<file path="config.mk">
export PLATFORM = sky130hd
export DESIGN_NAME = rs232_frame_ctrl_flat
export DESIGN_NICKNAME = d
export VERILOG_FILES = /design/src/rtl/rs232_frame_ctrl_if.sv /design/src/rtl/rs232_frame_ctrl.sv /design/src/flat_wrapper.sv
export SDC_FILE = /design/constraint.sdc
export NUM_CORES = 1
export LEC_CHECK = 0
export BUFFER_PORTS_ARGS = -buffer_cell sky130_fd_sc_hd__buf_2
export CORE_UTILIZATION = 45
export DETAILED_ROUTE_END_ITERATION = 10
export GPL_TIMING_DRIVEN = 0
export SYNTH_ARGS = -nofsm -noshare
export SYNTH_HDL_FRONTEND = slang
export SYNTH_SLANG_ARGS = --single-unit
</file>
<file path="constraint.sdc">
create_clock -name clk -period 6.2 [get_ports clk]
set_input_delay 1.24 -clock clk [delete_from_list [all_inputs] [get_ports clk]]
set_output_delay 1.24 -clock clk [all_outputs]
set_load 0.01 [all_outputs]
</file>
<file path="src/rtl/rs232_frame_ctrl_if.sv">
// UART byte-level handshake between the frame sequencer and the
// receiver/transmitter pair.
interface rs232_frame_ctrl_if;
  logic       rx_valid;
  logic [7:0] rx_byte;
  logic       tx_busy;
  logic       tx_start;
  logic [7:0] tx_byte;

  modport master (
    input  rx_valid,
    input  rx_byte,
    input  tx_busy,
    output tx_start,
    output tx_byte
  );

  modport slave (
    output rx_valid,
    output rx_byte,
    output tx_busy,
    input  tx_start,
    input  tx_byte
  );
endinterface

</file>
<file path="src/rtl/rs232_frame_ctrl.sv">
// Command-frame sequencer: parses 8-byte host frames (STX CMD D0..D3 00 ETX),
// updates the data/key words with load strobes, and replies to read commands
// with an 8-byte frame sent one byte at a time.
module rs232_frame_ctrl #(
  parameter logic [7:0]  STX         = 8'h02,
  parameter logic [7:0]  ETX         = 8'h03,
  parameter int unsigned TIMEOUT_CYC = 50000
) (
  input  logic                  clk,
  input  logic                  rst,
  rs232_frame_ctrl_if.master    uart,
  output logic [31:0]           word_out,
  output logic [31:0]           key_out,
  output logic                  word_load,
  output logic                  key_load,
  output logic                  load_port_b,
  output logic                  frame_err,
  output logic                  busy
);

  localparam int unsigned TW = $clog2(TIMEOUT_CYC + 1);

  typedef enum logic [2:0] {
    S_IDLE,
    S_RECV,
    S_CHECK,
    S_TX_SEND,
    S_TX_WAIT
  } state_t;

  state_t        state, state_nx;
  logic [TW-1:0] tmo_cnt;
  logic [7:0]    frame [1:7];
  logic [2:0]    rx_idx;
  logic [2:0]    tx_idx;
  logic [63:0]   reply;
  logic          seen_busy;

  logic [7:0]    cmd;
  logic [31:0]   data;
  logic          cmd_legal, frame_ok, is_read;
  logic          timeout_hit;
  logic          wr_word, wr_key, err_nx;

  assign cmd       = frame[1];
  assign data      = {frame[5], frame[4], frame[3], frame[2]};
  assign cmd_legal = (cmd == 8'hFF) || (cmd == 8'hFE) || (cmd == 8'h7F) || (cmd == 8'h7E);
  assign frame_ok  = cmd_legal && (frame[6] == 8'h00) && (frame[7] == ETX);
  assign is_read   = (cmd == 8'h7F) || (cmd == 8'h7E);
  assign busy      = (state != S_IDLE);

  // Timeout fires on the TIMEOUT_CYC-th consecutive idle cycle inside a frame.
  assign timeout_hit = (state == S_RECV) && !uart.rx_valid &&
                       (tmo_cnt == TW'(TIMEOUT_CYC - 1));

  // Next-state and strobe decode.
  always_comb begin
    state_nx = state;
    wr_word  = 1'b0;
    wr_key   = 1'b0;
    err_nx   = 1'b0;
    case (state)
      S_IDLE: begin
        if (uart.rx_valid && uart.rx_byte == STX) state_nx = S_RECV;
      end
      S_RECV: begin
        if (uart.rx_valid && rx_idx == 3'd7) begin
          state_nx = S_CHECK;
        end else if (timeout_hit) begin
          state_nx = S_IDLE;
          err_nx   = 1'b1;
        end
      end
      S_CHECK: begin
        state_nx = S_IDLE;
        if (!frame_ok) begin
          err_nx = 1'b1;
        end else if (is_read) begin
          state_nx = S_TX_SEND;
        end else if (cmd == 8'hFF) begin
          wr_word = 1'b1;
        end else begin
          wr_key = 1'b1;
        end
      end
      S_TX_SEND: begin
        if (!uart.tx_busy) state_nx = S_TX_WAIT;
      end
      S_TX_WAIT: begin
        if (seen_busy && !uart.tx_busy) state_nx = (tx_idx == 3'd7) ? S_IDLE : S_TX_SEND;
      end
      default: state_nx = S_IDLE;
    endcase
  end

  // State register, datapath registers and registered strobes.
  always_ff @(posedge clk) begin
    if (rst) begin
      state         <= S_IDLE;
      tmo_cnt       <= '0;
      rx_idx        <= '0;
      tx_idx        <= '0;
      reply         <= '0;
      seen_busy     <= 1'b0;
      word_out      <= '0;
      key_out       <= '0;
      word_load     <= 1'b0;
      key_load      <= 1'b0;
      load_port_b   <= 1'b0;
      frame_err     <= 1'b0;
      uart.tx_start <= 1'b0;
      uart.tx_byte  <= '0;
      for (int unsigned i = 1; i <= 7; i++) frame[i] <= '0;
    end else begin
      state         <= state_nx;
      word_load     <= wr_word;
      key_load      <= wr_key;
      load_port_b   <= wr_word | wr_key;
      frame_err     <= err_nx;
      uart.tx_start <= 1'b0;
      case (state)
        S_IDLE: begin
          if (uart.rx_valid && uart.rx_byte == STX) begin
            rx_idx  <= 3'd1;
            tmo_cnt <= '0;
          end
        end
        S_RECV: begin
          if (uart.rx_valid) begin
            frame[rx_idx] <= uart.rx_byte;
            rx_idx        <= rx_idx + 3'd1;
            tmo_cnt       <= '0;
          end else begin
            tmo_cnt <= tmo_cnt + 1'b1;
          end
        end
        S_CHECK: begin
          if (wr_word) word_out <= data;
          if (wr_key)  key_out  <= data;
          // Reply is snapshotted here so later writes cannot alter it.
          if (frame_ok && is_read) begin
            reply  <= {ETX, 8'h00, (cmd == 8'h7F) ? word_out : key_out, cmd, STX};
            tx_idx <= '0;
          end
        end
        S_TX_SEND: begin
          if (!uart.tx_busy) begin
            uart.tx_start <= 1'b1;
            uart.tx_byte  <= reply[{tx_idx, 3'b000} +: 8];
            seen_busy     <= 1'b0;
          end
        end
        S_TX_WAIT: begin
          if (uart.tx_busy) begin
            seen_busy <= 1'b1;
          end else if (seen_busy) begin
            tx_idx <= tx_idx + 3'd1;
          end
        end
        default: ;
      endcase
    end
  end

endmodule

</file>
<file path="src/flat_wrapper.sv">
// flat-port wrapper written by rule: the top's interface ports become plain ports
module rs232_frame_ctrl_flat 
#(
  parameter logic [7:0]  STX         = 8'h02,
  parameter logic [7:0]  ETX         = 8'h03,
  parameter int unsigned TIMEOUT_CYC = 50000
)
  (clk, rst, word_out, key_out, word_load, key_load, load_port_b, frame_err, busy, uart_rx_valid, uart_rx_byte, uart_tx_busy, uart_tx_start, uart_tx_byte);
  rs232_frame_ctrl_if uart_i ();
  input  logic clk;
  input  logic rst;
  output logic [31:0] word_out;
  output logic [31:0] key_out;
  output logic word_load;
  output logic key_load;
  output logic load_port_b;
  output logic frame_err;
  output logic busy;
  input wire logic [$bits(uart_i.rx_valid)-1:0] uart_rx_valid;
  input wire logic [$bits(uart_i.rx_byte)-1:0] uart_rx_byte;
  input wire logic [$bits(uart_i.tx_busy)-1:0] uart_tx_busy;
  output wire logic [$bits(uart_i.tx_start)-1:0] uart_tx_start;
  output wire logic [$bits(uart_i.tx_byte)-1:0] uart_tx_byte;
  assign uart_i.rx_valid = uart_rx_valid;
  assign uart_i.rx_byte = uart_rx_byte;
  assign uart_i.tx_busy = uart_tx_busy;
  assign uart_tx_start = uart_i.tx_start;
  assign uart_tx_byte = uart_i.tx_byte;
  rs232_frame_ctrl #(.STX(STX), .ETX(ETX), .TIMEOUT_CYC(TIMEOUT_CYC)) u_core (.clk(clk), .rst(rst), .uart(uart_i), .word_out(word_out), .key_out(key_out), .word_load(word_load), .key_load(key_load), .load_port_b(load_port_b), .frame_err(frame_err), .busy(busy));
endmodule
</file>
# Word level (Yosys, flattened, before mapping)
# Memory sizes are Yosys's and may differ from the RTL's.
# Cells that the tools add are included.
# W data, S select, Z words.
# classes
add_sub_neg,3
mul,0
div,0
magnitude_cmp,0
n_eq_ne,22
n_shift,1
n_mux,44
n_bitwise,3
reduce_logical,31
# op_table
operator,count
$shiftx A64 B7 Y8,1
$mux W3,11
$mux W16,2
$mux W32,1
$pmux W16 S2,1
$mux W1,21
$add A16 B1 Y16 const B,1
$eq A16 B16 Y1 const B,1
$eq A8 B2 Y1 const B,2
$eq A8 B7 Y1 const B,2
$eq A8 B8 Y1 const B,2
$pmux W3 S5,1
$pmux W3 S2,2
$reduce_and A2 Y1,5
$eq A3 B3 Y1 const B,3
$logic_and A1 B1 Y1,8
$logic_not A8 Y1,1
$mux W8,1
$ne A2 B1 Y1 const B,4
$ne A2 B2 Y1 const B,4
$reduce_and A4 Y1,2
$reduce_or A8 Y1,1
$add A3 B1 Y3 const B,2
$eq A3 B2 Y1 const B,2
13 further kinds,23
# word_totals
register_bits,145
latchBits,0
mem_bits_rw,56
rom_bits,0
input_bits,12
word_cells,119
mem_count,1
# memory_table
name,depth,word_bits,read_ports,rd_ports_with_merged_regs,write_ports,line_no,rtl
u_core.frame,7,8,7,0,7,rs232_frame_ctrl.sv:33,logic [7:0] frame [1:7];

# Logic depth before layout (Yosys ltp)
# An unclocked memory read counts as a cell.
# logic_depth
depth_word,10
depth_mapped,8

# Worst setup path before layout
# OpenSTA, ideal clock, no wires.
# synth_timing
path_type,input to register
from,input port rst
to,memory u_core.frame[1][0] (enable)
setup_time_ps,310
t_arrival_ps,2651
required_ps,5890
setup_slack_ps,3239
stages,6
path_buffers,1
cell_sequence,clkbuf_1 nand2b_1 nor4b_1 nand2_1 nor3_1 or2_2
# synth_rtl
item,line_no,rtl
start: declaration,flat_wrapper.sv:11,input logic rst;
end: declaration,rs232_frame_ctrl.sv:33,

==> impl_metrics.csv <==
group,metric,value,unit
clock_network,cts_setup_buffers,0,
setup_path,crit_path_max_incr_delay,650,ps
global_route,grt_pass1_vias,6226,
setup_path,worstPathRequired,6320,ps
setup_path,crit_chain,"clkbuf_1 > nand2b_1 > nor4b_1 > nand2b_1 > nor2_1 > or2_2",
setup_path,critPathArrivalTime,3220,ps
placement,port_buffers,88,
logic_synthesis,synth_compound_area_share,11.3,%
logic_synthesis,ys_ff_latch,200,
logic_synthesis,synth.area.mux_share,10.4,%
logic_synthesis,ys_seq_area_share,54.7,%
route,viasPerCell,5.49,
setup_path,critPathKind,"in -> reg",
logic_synthesis,synthFlopType,"dfxtp_1",
clock_network,cts_sinks,200,
route,ant_nets,0,
pwr,p_leak,3.71,nW
die,die_y,138,um
layout,layout_common_cells,"dfxtp_1, nor2_1, buf_2",
placement,dp_cells,1156,
sta,finalCriticalPeriod,3100,ps
clock_network,ctsLongestPathBuffers,2,
sta,worstMarginPinSlew,901,ps
logic_synthesis,synth_nets,856,
pwr,p_total,0.00254,W
die,coreArea,18100,um^2
route,wl,23100,um
clock_network,cts-htree-levels,4,
route,drtPass1Iterations,8,
clock_network,ctsHoldBuffers,0,
logic_synthesis,synth-xor-area-share,0,%
setup_path,cp_slowest_cell,"nor2_1",
layout,fin_cells,1188,
sta,slew_viol_final,0,
route,drc,8,
die,initial_utilization,46.2,%
route,wl_per_cell,19.5,um
clock_network,cts_resized,0,
outcome,failed_checks,"design-rule violations",
min_path,hp-class,"reg -> reg",
layout,drive_above_1_share,15.4,%
placement,dp_hpwl,16000,um
clock_network,cts_tree,"built",
clock_network,root_buffer,"clkbuf_16",
logic_synthesis,synth-simple-area-share,19.9,%
sta,skew,8.60,ps
sta,hold_violations,0,
sta,grt_setup_unrepaired,"no",
sta,fmax,323,MHz
setup_path,crit_path_frequent_cell,"nand2b_1",
die,num_io_pins,90,
logic_synthesis,synth_top_family_by_area,"simple AND/OR/NAND/NOR gates",
layout,antenna_cells,0,
logic_synthesis,synth_edf_count,56,
outcome,status,"finished, violations left",
placement,place.gp.congestion,0.832,
global_route,grt_max_degree,17,
setup_path,end_kind,"flop",
pwr,ir_worst_vdd,199,uV
clock_network,cts_buffers,17,
sta,finalCritPeriodShare,49.9,%
sta,setup_viol,0,
setup_path,start_kind,"primary input",
die,fp-row-count,49,
die,die_area,19100,um^2
logic_synthesis,ys_warn_count,0,
pwr,p_per_area,263,nW/um^2
route,drtIter0Drc,547,
logic_synthesis,ys_types,49,
setup_path,crit_fanout,9,
layout,fillers,1693,
layout,mostFrequentLayoutCell,"dfxtp_1",
logic_synthesis,synth_adder_area_share,0.749,%
logic_synthesis,async_reset_ff_share,0,%
global_route,overflow,0,
layout,fin_nets,963,
run,max-cap-violations,0,
global_route,grt_pass1_wl,35900,um
logic_synthesis,synth_area,8350,um^2
route,num_vias,6527,
sta,slew_headroom,39.4,%
global_route,antenna_found_initial,1,
global_route,grt.total_usage,24.6,%
sta,setup_tns,0,ps
layout,syn_to_final_growth,15.7,%
clock_network,clk_latency,440,ps
logic_synthesis,synth_area_per_cell,9.95,um^2
die,fp.dieW,138,um
clock_network,clk_pin_slew,70,ps
logic_synthesis,syn_inst,839,
[cells in the mapped netlist, drive strengths merged (3+ instances only)]
cell type | instances | share of area [%]
a211oi | 47 | 4.2
a21oi | 53 | 3.2
a221o | 6 | 0.72
a22oi | 5 | 0.45
a31oi | 6 | 0.45
and2 | 59 | 4.4
and3 | 3 | 0.22
buf | 13 | 0.99
clkbuf | 44 | 2.0
dfxtp | 144 | 35
edfxtp | 56 | 20
ha | 5 | 0.75
inv | 3 | 0.13
mux2 | 9 | 1.2
mux2i | 74 | 8.9
nand2 | 89 | 4.0
nand2b | 7 | 0.52
nand3 | 10 | 0.60
nand3b | 4 | 0.36
nand4 | 5 | 0.37
nor2 | 117 | 5.3
nor2b | 7 | 0.52
nor3 | 11 | 0.66
nor4 | 8 | 0.75
o21ai | 17 | 1.0
or2 | 8 | 0.60
or4 | 5 | 0.45
[routing by layer]
metal / global-route usage [%] / up-vias / routed length [um]
met5: 0 / - / 0
met4: 6.62 / 0 / 300
met3: 3.74 / 24 / 1320
met2: 39.9 / 200 / 10900
met1: 34.4 / 3129 / 10600
li1: - / 3174 / -
[through the flow]
stage / hold WS, ps / util, % / worst slack, ps / instance area (um^2)
floorplan: 435 / - / 3240 / 8350
global placement: 445 / 50.2 / 2700 / 9080
detailed placement: 458 / 50.2 / 2670 / 9080
CTS: 467 / 53.4 / 3060 / 9660
global route: 487 / 53.4 / 2910 / 9660
finish: 465 / 53.4 / 3100 / 9660
[worst paths after layout]
check / cells past startpoint / from / end / slack [ps]
setup / recovery: 6 / rst / u_core.frame[4][7] / 3100
hold / removal: 2 / u_core.key_out[4] / u_core.key_out[4] / 460
setup reg to reg: 7 / u_core.frame[6][5] / u_core.key_out[12] / 3110
hold reg to reg: 2 / u_core.key_out[4] / u_core.key_out[4] / 460
[final cells by class]
cell class | count | area, um^2 | area share (%)
Clock buffer | 19 | 433 | 4.48
Multi-Input combinational cell | 579 | 3530 | 36.5
Tap cell | 229 | 287 | 2.96
Timing Repair Buffer | 88 | 440 | 4.56
Clock inverter | 13 | 154 | 1.59
Inverter | 3 | 11.3 | 0.117
Buffer | 57 | 248 | 2.56
Sequential cell | 200 | 4560 | 47.2
[where the power goes]
group | switching, W | leakage, nW | total (W) | internal (W)
Sequential | 0.00000599 | 1.74 | 0.00136 | 0.00135
Combinational | 0.0000469 | 1.69 | 0.0000563 | 0.00000943
Clock | 0.000495 | 0.284 | 0.00113 | 0.000633
Total | 0.000548 | 3.71 | 0.00254 | 0.00199
[kinds of logic after synthesis]
kind of cell,Yosys count
multiplexers,84
flip-flops,200
AND/OR/NAND/NOR,344
AO/OA/AOI/OAI,146
adder cells (fa/ha/maj),5
buffers and inverters,60
[state kept, by name (all words and copies together) (netlist names)]
register	flops
u_core.frame	56
u_core.reply	41
u_core.key_out	32
u_core.word_out	32
u_core.tmo_cnt	16
u_core.uart.tx_byte	8
u_core.rx_idx	3
u_core.state	3
u_core.tx_idx	3
u_core.frame_err	1
u_core.key_load	1
u_core.load_port_b	1
u_core.seen_busy	1
u_core.uart.tx_start	1
u_core.word_load	1
[critical path, delay by kind of cell]
kind                   cells  cell delay, ps
buffers and inverters      1             170
and+or+nand+nor            5            1800
Note: power is estimated with default switching activity, not from simulation.
